<file path="src/rtl/debouncer_n_if.sv">
`default_nettype none
// ============================================================================
//  Module      : debouncer_n_if
//  Description : Bundles the raw input lines and the debounced outputs of
//                debouncer_n into a single CHANNELS-wide interface.
//                  io_in      raw asynchronous inputs, bit i = channel i
//                  io_level   debounced level per channel
//                  io_pulse   one-cycle press (and auto-repeat) pulse
//                  io_release one-cycle release pulse
//                  io_any     OR of io_level
//                master : side that drives io_in and consumes the results
//                slave  : the debouncer itself
//  Revision    : 1.0 - initial release
// ============================================================================
interface debouncer_n_if #(
    parameter int unsigned CHANNELS = 5
) ();
    logic [CHANNELS-1:0] io_in;
    logic [CHANNELS-1:0] io_level;
    logic [CHANNELS-1:0] io_pulse;
    logic [CHANNELS-1:0] io_release;
    logic                io_any;

    modport master (
        output io_in,
        input  io_level,
        input  io_pulse,
        input  io_release,
        input  io_any
    );

    modport slave (
        input  io_in,
        output io_level,
        output io_pulse,
        output io_release,
        output io_any
    );
endinterface
`default_nettype wire

</file>
<file path="src/rtl/debouncer_n.sv">
`default_nettype none
// ============================================================================
//  Module      : debouncer_n
//  Description : N-channel push-button / Pmod debouncer. Each channel has a
//                SYNC_STAGES-deep synchroniser and a stability counter; a
//                change of level is committed only after STABLE_CYCLES
//                consecutive synchronised samples that differ from the
//                current level. Commits produce registered one-cycle press
//                or release pulses.
//  Ports       : clock  - system clock
//                reset  - asynchronous, active-high reset
//                io     - debouncer_n_if.slave (io_in, io_level, io_pulse,
//                         io_release, io_any)
//  Options     : DEBOUNCE_REPEAT_EN - when defined, a held press produces
//                extra io_pulse strobes REPEAT_DELAY cycles after the press
//                pulse and every REPEAT_PERIOD cycles thereafter.
//  Revision    : 1.0 - initial release
// ============================================================================
module debouncer_n #(
    parameter int unsigned CHANNELS      = 5,
    parameter int unsigned SYNC_STAGES   = 2,
    parameter int unsigned STABLE_CYCLES = 1000000,
    parameter int unsigned REPEAT_DELAY  = 50000000,
    parameter int unsigned REPEAT_PERIOD = 10000000
) (
    input  wire logic    clock,
    input  wire logic    reset,
    debouncer_n_if.slave io
);

    localparam int unsigned c_cnt_w = $clog2(STABLE_CYCLES + 1);
    localparam logic [c_cnt_w-1:0] c_stable_last = c_cnt_w'(STABLE_CYCLES - 1);

`ifdef DEBOUNCE_REPEAT_EN
    localparam int unsigned c_rep_max =
        (REPEAT_DELAY > REPEAT_PERIOD) ? REPEAT_DELAY : REPEAT_PERIOD;
    localparam int unsigned c_rep_w = $clog2(c_rep_max + 1);
    localparam logic [c_rep_w-1:0] c_delay_last  = c_rep_w'(REPEAT_DELAY - 1);
    localparam logic [c_rep_w-1:0] c_period_last = c_rep_w'(REPEAT_PERIOD - 1);
`else
    // Repeat parameters have no effect in this build.
    logic w_unused_repeat;
    assign w_unused_repeat = ^{REPEAT_DELAY, REPEAT_PERIOD};
`endif

    logic [CHANNELS-1:0] w_level;
    logic [CHANNELS-1:0] w_pulse;
    logic [CHANNELS-1:0] w_release;

    for (genvar ch = 0; ch < CHANNELS; ch++) begin : g_chan
        logic [SYNC_STAGES-1:0] r_sync;
        logic [c_cnt_w-1:0]     r_cnt;
        logic                   r_level;
        logic                   r_press;
        logic                   r_rel;
        logic                   w_s;
        logic                   w_commit;

        assign w_s      = r_sync[SYNC_STAGES-1];
        assign w_commit = (w_s != r_level) && (r_cnt == c_stable_last);

        // Bit 0 captures the raw pin; the MSB is the synchronised sample.
        always_ff @(posedge clock or posedge reset) begin
            if (reset) begin
                r_sync <= '0;
            end else begin
                r_sync <= {r_sync[SYNC_STAGES-2:0], io.io_in[ch]};
            end
        end

        // Any sample agreeing with the current level restarts the count,
        // which is what rejects bounces shorter than the window.
        always_ff @(posedge clock or posedge reset) begin
            if (reset) begin
                r_cnt   <= '0;
                r_level <= 1'b0;
                r_press <= 1'b0;
                r_rel   <= 1'b0;
            end else begin
                r_press <= 1'b0;
                r_rel   <= 1'b0;
                if (w_s == r_level) begin
                    r_cnt <= '0;
                end else if (!w_commit) begin
                    r_cnt <= r_cnt + c_cnt_w'(1);
                end else begin
                    r_level <= w_s;
                    r_cnt   <= '0;
                    r_press <= w_s;
                    r_rel   <= !w_s;
                end
            end
        end

`ifdef DEBOUNCE_REPEAT_EN
        logic [c_rep_w-1:0] r_rep_cnt;
        logic               r_rep_first;
        logic               r_rep_pulse;
        logic [c_rep_w-1:0] w_rep_last;

        // First interval after a press uses the delay, later ones the period.
        assign w_rep_last = r_rep_first ? c_delay_last : c_period_last;

        always_ff @(posedge clock or posedge reset) begin
            if (reset) begin
                r_rep_cnt   <= '0;
                r_rep_first <= 1'b1;
                r_rep_pulse <= 1'b0;
            end else begin
                r_rep_pulse <= 1'b0;
                // Released (or releasing this cycle) channels hold the
                // counter at zero; a press commit also lands here since the
                // old level is still 0, so the count restarts at the press.
                if (!r_level || w_commit) begin
                    r_rep_cnt   <= '0;
                    r_rep_first <= 1'b1;
                end else if (r_rep_cnt == w_rep_last) begin
                    r_rep_cnt   <= '0;
                    r_rep_first <= 1'b0;
                    r_rep_pulse <= 1'b1;
                end else begin
                    r_rep_cnt <= r_rep_cnt + c_rep_w'(1);
                end
            end
        end

        assign w_pulse[ch] = r_press | r_rep_pulse;
`else
        assign w_pulse[ch] = r_press;
`endif

        assign w_level[ch]   = r_level;
        assign w_release[ch] = r_rel;
    end

    assign io.io_level   = w_level;
    assign io.io_pulse   = w_pulse;
    assign io.io_release = w_release;
    assign io.io_any     = |w_level;

endmodule
`default_nettype wire

</file>
<file path="src/flat_wrapper.sv">
// flat-port wrapper written by rule: the top's interface ports become plain ports
module debouncer_n_flat 
#(
    parameter int unsigned CHANNELS      = 5,
    parameter int unsigned SYNC_STAGES   = 2,
    parameter int unsigned STABLE_CYCLES = 1000000,
    parameter int unsigned REPEAT_DELAY  = 50000000,
    parameter int unsigned REPEAT_PERIOD = 10000000
)
  (clock, reset, io_io_in, io_io_level, io_io_pulse, io_io_release, io_io_any);
  debouncer_n_if #(.CHANNELS(CHANNELS)) io_i ();
  input  wire logic clock;
  input  wire logic reset;
  input wire logic [$bits(io_i.io_in)-1:0] io_io_in;
  output wire logic [$bits(io_i.io_level)-1:0] io_io_level;
  output wire logic [$bits(io_i.io_pulse)-1:0] io_io_pulse;
  output wire logic [$bits(io_i.io_release)-1:0] io_io_release;
  output wire logic [$bits(io_i.io_any)-1:0] io_io_any;
  assign io_i.io_in = io_io_in;
  assign io_io_level = io_i.io_level;
  assign io_io_pulse = io_i.io_pulse;
  assign io_io_release = io_i.io_release;
  assign io_io_any = io_i.io_any;
  debouncer_n #(.CHANNELS(CHANNELS), .SYNC_STAGES(SYNC_STAGES), .STABLE_CYCLES(STABLE_CYCLES), .REPEAT_DELAY(REPEAT_DELAY), .REPEAT_PERIOD(REPEAT_PERIOD)) u_core (.clock(clock), .reset(reset), .io(io_i));
endmodule
</file>
<file path="config.mk">
export PLATFORM = sky130hd
export DESIGN_NAME = debouncer_n_flat
export DESIGN_NICKNAME = d
export VERILOG_FILES = /design/src/rtl/debouncer_n_if.sv /design/src/rtl/debouncer_n.sv /design/src/flat_wrapper.sv
export SDC_FILE = /design/constraint.sdc
export NUM_CORES = 1
export LEC_CHECK = 0
export CORE_MARGIN = 8
export CORE_UTILIZATION = 60
export DETAILED_ROUTE_END_ITERATION = 16
export DONT_BUFFER_PORTS = 1
export PLACE_DENSITY = 0.77
export SLEW_MARGIN = 20
export SYNTH_ARGS = -nofsm -noshare
export SYNTH_HDL_FRONTEND = slang
export SYNTH_SLANG_ARGS = --single-unit
</file>
<file path="constraint.sdc">
create_clock -name clock -period 4.9 [get_ports clock]
set_input_delay 0.735 -clock clock [delete_from_list [all_inputs] [get_ports clock]]
set_output_delay 0.735 -clock clock [all_outputs]
set_load 0.1 [all_outputs]
</file>
* Word level (Yosys, flattened, before mapping)
Index checks and enable logic that the tools add are counted.
** Storage, ports and cells
- Output and inout port bits :: 16
- Memories :: 0
- Bits in writable memories :: 0
- Memory bits (read-only) :: 0
- Latch bits :: 0
- Register bits after elaboration :: 125
- Logic and storage cells :: 96
- Bits of input ports :: 7
** Cells by class
- Shift operators :: 0
- Bitwise gates (word level) :: 5
- Divide/modulo/power cells :: 0
- Muxes and demuxes :: 30
- Multiply operators :: 0
- $lt $le $gt $ge :: 0
- Add/sub/neg operators :: 5
- Eq/ne operators :: 15
- Reductions and logical operators :: 16
** Operators by type and width (count)
- $mux W20 :: 10
- $add A20 B1 Y20 const B :: 5
- $eq A20 B20 Y1 const B :: 5
- $mux W1 :: 20
- $reduce_and A2 Y1 :: 5
- $eq A1 B1 Y1 :: 5
- $logic_and A1 B1 Y1 :: 5
- $logic_not A1 Y1 :: 5
- $ne A1 B1 Y1 :: 5
- $not A1 Y1 :: 5
- $reduce_or A5 Y1 :: 1

* Logic depth before layout (Yosys ltp)
- Depth after elaboration :: 4
- Gate-level depth with buffers :: 7
- Depth with buffers taken out :: 5

* Least setup slack after synthesis
Ideal clock, no wire load.
- Kind :: register to register
- Start :: register u_core.g_chan[4].r_cnt[0]
- End :: register u_core.g_chan[4].r_cnt[18]
- Data arrival time :: 1.923 ns
- Path slack :: 2.898 ns
- Setup time :: 0.080 ns
- Period minus slack after synthesis :: 2.002 ns
- Data required time :: 4.820 ns
- Path buffers :: 1
- Stages on the path, launching flop included :: 7
- Cell sequence :: dfrtp_1 ha_1 nand3_1 or4_1 clkbuf_1 or4_1 a21oi_1
** Between the ends
- Longest elaborated chain between the ends :: 4
- Elaborated cells on any way between the ends :: 5
- Those cells by class :: add/sub (1); eq/ne (1); mux (2); reduce/logical (1)
** RTL lines
- start: declaration :: line debouncer_n.sv:52 : logic [c_cnt_w-1:0] r_cnt;
- start signal: assignment :: line debouncer_n.sv:85 : r_cnt <= r_cnt + c_cnt_w'(1);
- parallel branches: the longest is 2 deep, another holds $add A20 B1 Y20
- $mux W20 (*) :: line debouncer_n.sv:84 : end else if (!w_commit) begin
- $mux W20 (*) :: line debouncer_n.sv:82 : if (w_s == r_level) begin
Every way passes the cells marked *.
A chain may end at the register's enable or synchronous reset.

* Worst setup path after layout
- Start :: register u_core.g_chan[0].r_level
- End :: output io_io_any
** Between the ends
- Longest elaborated chain between the ends :: 1
** RTL lines
- start: declaration :: line debouncer_n.sv:53 : logic r_level;
- start signal: assignment :: line debouncer_n.sv:87 : r_level <= w_s;
- $reduce_or A5 Y1 :: line debouncer_n.sv:139 : assign io.io_any = |w_level;
- end: declaration :: line flat_wrapper.sv:18 : output wire logic [$bits(io_i.io_any)-1:0] io_io_any;
Every way passes these cells.

==> impl_metrics.xml <==
<?xml version="1.0" encoding="UTF-8"?>
<metrics>
  <group name="sta">
    <metric name="post-route-period-util" unit="%">66.1</metric>
    <metric name="grt_setup_unrepaired" unit="">false</metric>
    <metric name="final-setup-viol-count" unit="">0</metric>
    <metric name="period_minus_slack" unit="ns">3.24</metric>
    <metric name="hold_violations" unit="">0</metric>
    <metric name="max_freq" unit="MHz">309</metric>
    <metric name="finalClockSkew" unit="ns">0.00656</metric>
    <metric name="report.final.slew_viol_count" unit="">0</metric>
    <metric name="setup-tns-final" unit="ns">0</metric>
    <metric name="worst_slew_margin_rel" unit="%">30.4</metric>
    <metric name="worst-slew-pin-transition" unit="ns">1.04</metric>
  </group>
  <group name="clock_tree">
    <metric name="post-cts-setup-buffers" unit="">0</metric>
    <metric name="clock_tree.buffer_depth" unit="">2</metric>
    <metric name="cts_bufs_inserted" unit="">17</metric>
    <metric name="tritoncts" unit="">built</metric>
    <metric name="worstSkewPairLatency" unit="ns">0.53</metric>
    <metric name="clkTransAtPathRegs" unit="ns">0.06</metric>
    <metric name="root_buffer" unit="">sky130_fd_sc_hd__clkbuf_8</metric>
    <metric name="post_cts_resized" unit="">0</metric>
    <metric name="cts_hold_fix_bufs" unit="">0</metric>
    <metric name="h_tree_lvls" unit="">4</metric>
    <metric name="numClockSinks" unit="">125</metric>
  </group>
  <group name="logic_synthesis">
    <metric name="synth.net_count" unit="">602</metric>
    <metric name="post_synth_instance_area" unit="um2">5970</metric>
    <metric name="number_of_enable_type_register_cells_in_the_synthesized_netlist" unit="">0</metric>
    <metric name="synth_top_cell_by_area" unit="">sky130_fd_sc_hd__dfrtp_1</metric>
    <metric name="synth_flop_cell" unit="">sky130_fd_sc_hd__dfrtp_1</metric>
    <metric name="synth_most_common_cell" unit="">sky130_fd_sc_hd__dfrtp_1</metric>
    <metric name="post_synth_inst_count" unit="">590</metric>
    <metric name="ys_types" unit="">50</metric>
    <metric name="synth_top_cells_by_count" unit="">125 x sky130_fd_sc_hd__dfrtp_1, 91 x sky130_fd_sc_hd__nor2_1, 56 x sky130_fd_sc_hd__xnor2_1</metric>
    <metric name="synth.yosys.warnings" unit="">0</metric>
    <metric name="synth_top_cells_by_area" unit="">sky130_fd_sc_hd__dfrtp_1 52%, sky130_fd_sc_hd__xnor2_1 8.2%, sky130_fd_sc_hd__nor2_1 5.7%</metric>
    <metric name="synth.ff_latch_count" unit="">125</metric>
    <metric name="post_synth.cell_area_avg" unit="um2">10.1</metric>
    <metric name="synth-async-reset-ratio" unit="%">100</metric>
    <metric name="synth_top_area_share" unit="%">52.4</metric>
    <metric name="synth.yosys.seq_area_share" unit="%">52.4</metric>
  </group>
  <group name="worst_setup_path">
    <metric name="critical_path_capture_point_type" unit="">output port</metric>
    <metric name="crit_path_top_delay_cell" unit="">sky130_fd_sc_hd__dfrtp_1</metric>
    <metric name="worstPathCellList" unit="">nor2_1 &gt; nand2_1</metric>
    <metric name="worst-endpoint-arrival" unit="ns">2.51</metric>
    <metric name="critical_path.top_delay_family" unit="">flip-flops</metric>
    <metric name="timing.critical_path.fanout_max" unit="">6</metric>
    <metric name="critical_path_buf_inv_count" unit="">0</metric>
    <metric name="crit_path_max_incr_delay" unit="ns">1.03</metric>
    <metric name="setup.worst_path.class" unit="">reg2out</metric>
    <metric name="required" unit="ns">4.16</metric>
    <metric name="crit_path_start_kind" unit="">register</metric>
  </group>
  <group name="place">
    <metric name="gpl.final_weighted_congestion" unit="">0.850</metric>
    <metric name="placement.io_buffers" unit="">0</metric>
    <metric name="post-dp-hpwl" unit="um">7300</metric>
    <metric name="post-place-cells" unit="">699</metric>
  </group>
  <group name="route">
    <metric name="route.vias.total" unit="">4298</metric>
    <metric name="drt.antenna.violating_nets" unit="">0</metric>
    <metric name="drt-vias-per-instance" unit="">5.88</metric>
    <metric name="drt-wirelength-per-cell" unit="um">15.3</metric>
    <metric name="finalWirelength" unit="um">11200</metric>
    <metric name="route.detailed.drc" unit="">0</metric>
    <metric name="initialDrtViolationCount" unit="">192</metric>
    <metric name="detail_route.first_pass.iterations" unit="">4</metric>
  </group>
  <group name="pwr">
    <metric name="power_frac_clock" unit="%">51.0</metric>
    <metric name="share_comb_of_total_power" unit="%">2.4</metric>
    <metric name="power.switching_fraction" unit="%">22.7</metric>
    <metric name="totalPowerFinal" unit="W">0.00228</metric>
    <metric name="power_report.internal_total" unit="W">0.00176</metric>
    <metric name="total_leakage_power" unit="nW">2.62</metric>
    <metric name="worst_ir_drop_vdd" unit="mV">0.253</metric>
    <metric name="pwr_density_cell" unit="nW/um2">347</metric>
    <metric name="pwr-share-seq" unit="%">46.6</metric>
    <metric name="p_sw" unit="W">0.000517</metric>
  </group>
  <group name="die">
    <metric name="fp.dieArea" unit="um2">13400</metric>
    <metric name="floorplan.die.width" unit="um">116</metric>
    <metric name="placeableCoreArea" unit="um2">9730</metric>
    <metric name="floorplan.rows" unit="">36</metric>
    <metric name="floorplan.initialDensity" unit="%">61.3</metric>
    <metric name="ports" unit="">23</metric>
    <metric name="die_height" unit="um">116</metric>
  </group>
  <group name="min_path">
    <metric name="worstHoldPathType" unit="">in2async</metric>
  </group>
  <group name="final_layout">
    <metric name="num-fill-cells" unit="">752</metric>
    <metric name="post_route_cells_drive_above_1_share" unit="%">9.36</metric>
    <metric name="finalNonFillerCells" unit="">731</metric>
    <metric name="insertedDiodeCount" unit="">0</metric>
    <metric name="area_growth_syn_to_fin" unit="%">9.90</metric>
    <metric name="final_net_count" unit="">597</metric>
  </group>
  <group name="grt">
    <metric name="grt_max_degree" unit="">82</metric>
    <metric name="grt_first_pass_wirelength" unit="um">18900</metric>
    <metric name="grt_antenna_before_repair" unit="">0</metric>
    <metric name="first_global_vias" unit="">4070</metric>
    <metric name="grt_overflow" unit="">0</metric>
    <metric name="globalRouteTotalUtil" unit="%">17.9</metric>
  </group>
  <group name="status">
    <metric name="run_status" unit="">finished, final reports clean</metric>
  </group>
  <group name="flow_run">
    <metric name="maxCapViolations" unit="">0</metric>
  </group>
</metrics>
## layer usage
metal | part of all wire [%] | GRT usage (%) | wire, um | up-vias
met2 | 46 | 27.4 | 5170 | 95
met5 | 0 | 0 | 0 | -
met1 | 47 | 23.2 | 5200 | 2128
met3 | 5.8 | 6.15 | 647 | 18
met4 | 1.3 | 6.31 | 143 | 0
li1 | - | - | - | 2057
## worst register-to-register path, cell delays in order (launching register included)
cell and delay [ns]:
sky130_fd_sc_hd__dfrtp_1 0.40, sky130_fd_sc_hd__ha_1 0.22, sky130_fd_sc_hd__nand3_1 0.15, sky130_fd_sc_hd__or4_1 0.68, sky130_fd_sc_hd__or4_1 0.51, sky130_fd_sc_hd__a21oi_1 0.16
## state kept, by name, summed over array words and instances, names as in the netlist
register	flops
u_core.g_chan.r_level	5
u_core.g_chan.r_press	5
u_core.g_chan.r_cnt	100
u_core.g_chan.r_sync	10
u_core.g_chan.r_rel	5
## per-stage QoR
step           area, um2  worst slack, ns  util (%)  hold WS, ns
2_1_floorplan       5970            0.837         -        0.331
3_3_place_gp        5990             2.20      61.5        0.332
3_5_place_dp        5990             2.18      61.6        0.336
4_1_cts             6550             1.62      67.3        0.216
5_1_grt             6560             1.58      67.4        0.208
6_report            6560             1.66      67.4        0.188
## path summary, 6_finish.rpt
kind                                       startpoint                    endpoint  slack [ns]  cells past startpoint
setup / recovery             u_core.g_chan[0].r_level                   io_io_any        1.66                      2
max in group asynchronous                       reset   u_core.g_chan[2].r_cnt[0]        3.67                      2
setup reg to reg            u_core.g_chan[4].r_cnt[0]  u_core.g_chan[4].r_cnt[18]        2.70                      5
min in group clock                        io_io_in[0]  u_core.g_chan[0].r_sync[0]        0.23                      0
hold reg to reg            u_core.g_chan[1].r_sync[0]  u_core.g_chan[1].r_sync[1]        0.35                      0
hold / removal                                  reset      u_core.g_chan[0].r_rel        0.19                      1
## power groups by stage
stage	logic (W)	clock network (W)	registers, W
after CTS	0.0000561	0.00118	0.00106
after floorplan	0.0000438	0	0.00108
after detailed placement	0.0000559	0	0.00108
after global placement	0.0000547	0	0.00108
after global routing	0.0000638	0.00123	0.00106
final	0.0000544	0.00116	0.00106
## cell type report
cell class	count	area, um2	share of cell area, %
well taps	133	166	2.54
flip-flops and latches	125	3130	47.7
inverters	17	68.8	1.05
clock buffers	19	442	6.74
clock inverters	13	118	1.79
repair buffers	4	30.0	0.458
multi-input cells	420	2610	39.7
## cells in the final DEF, fill, tap and decap left out, types with 4 or more instances in the layout
master                       count
sky130_fd_sc_hd__nand4b_1        4
sky130_fd_sc_hd__and3_1         14
sky130_fd_sc_hd__xor2_1         17
sky130_fd_sc_hd__nor4_1         24
sky130_fd_sc_hd__nand3_1        35
sky130_fd_sc_hd__nand4_1        22
sky130_fd_sc_hd__clkinvlp_4      5
sky130_fd_sc_hd__mux2_2          5
sky130_fd_sc_hd__ha_1            5
sky130_fd_sc_hd__xnor2_1        56
sky130_fd_sc_hd__inv_1          16
sky130_fd_sc_hd__buf_4           4
sky130_fd_sc_hd__and4_1          4
sky130_fd_sc_hd__nor3_1         20
sky130_fd_sc_hd__clkbuf_16      16
sky130_fd_sc_hd__a21oi_1        18
sky130_fd_sc_hd__o21ai_0        15
sky130_fd_sc_hd__or3_1          13
sky130_fd_sc_hd__or4_1           7
sky130_fd_sc_hd__nor2_1         91
sky130_fd_sc_hd__and2_1          4
sky130_fd_sc_hd__nand2_1        26
sky130_fd_sc_hd__nor3b_1         8
sky130_fd_sc_hd__dfrtp_1       125
## cells by family after synthesis
logic type | after synthesis | synth area share [%]
AND/OR/NAND/NOR | 289 | 25.9
flip-flops | 125 | 52.4
XOR/XNOR | 73 | 10.7
AO/OA/AOI/OAI | 47 | 4.76
buffers and inverters | 45 | 4.05
multiplexers | 6 | 1.11
adder cells (fa/ha/maj) | 5 | 1.05
Power figures use the tool's default switching activity.
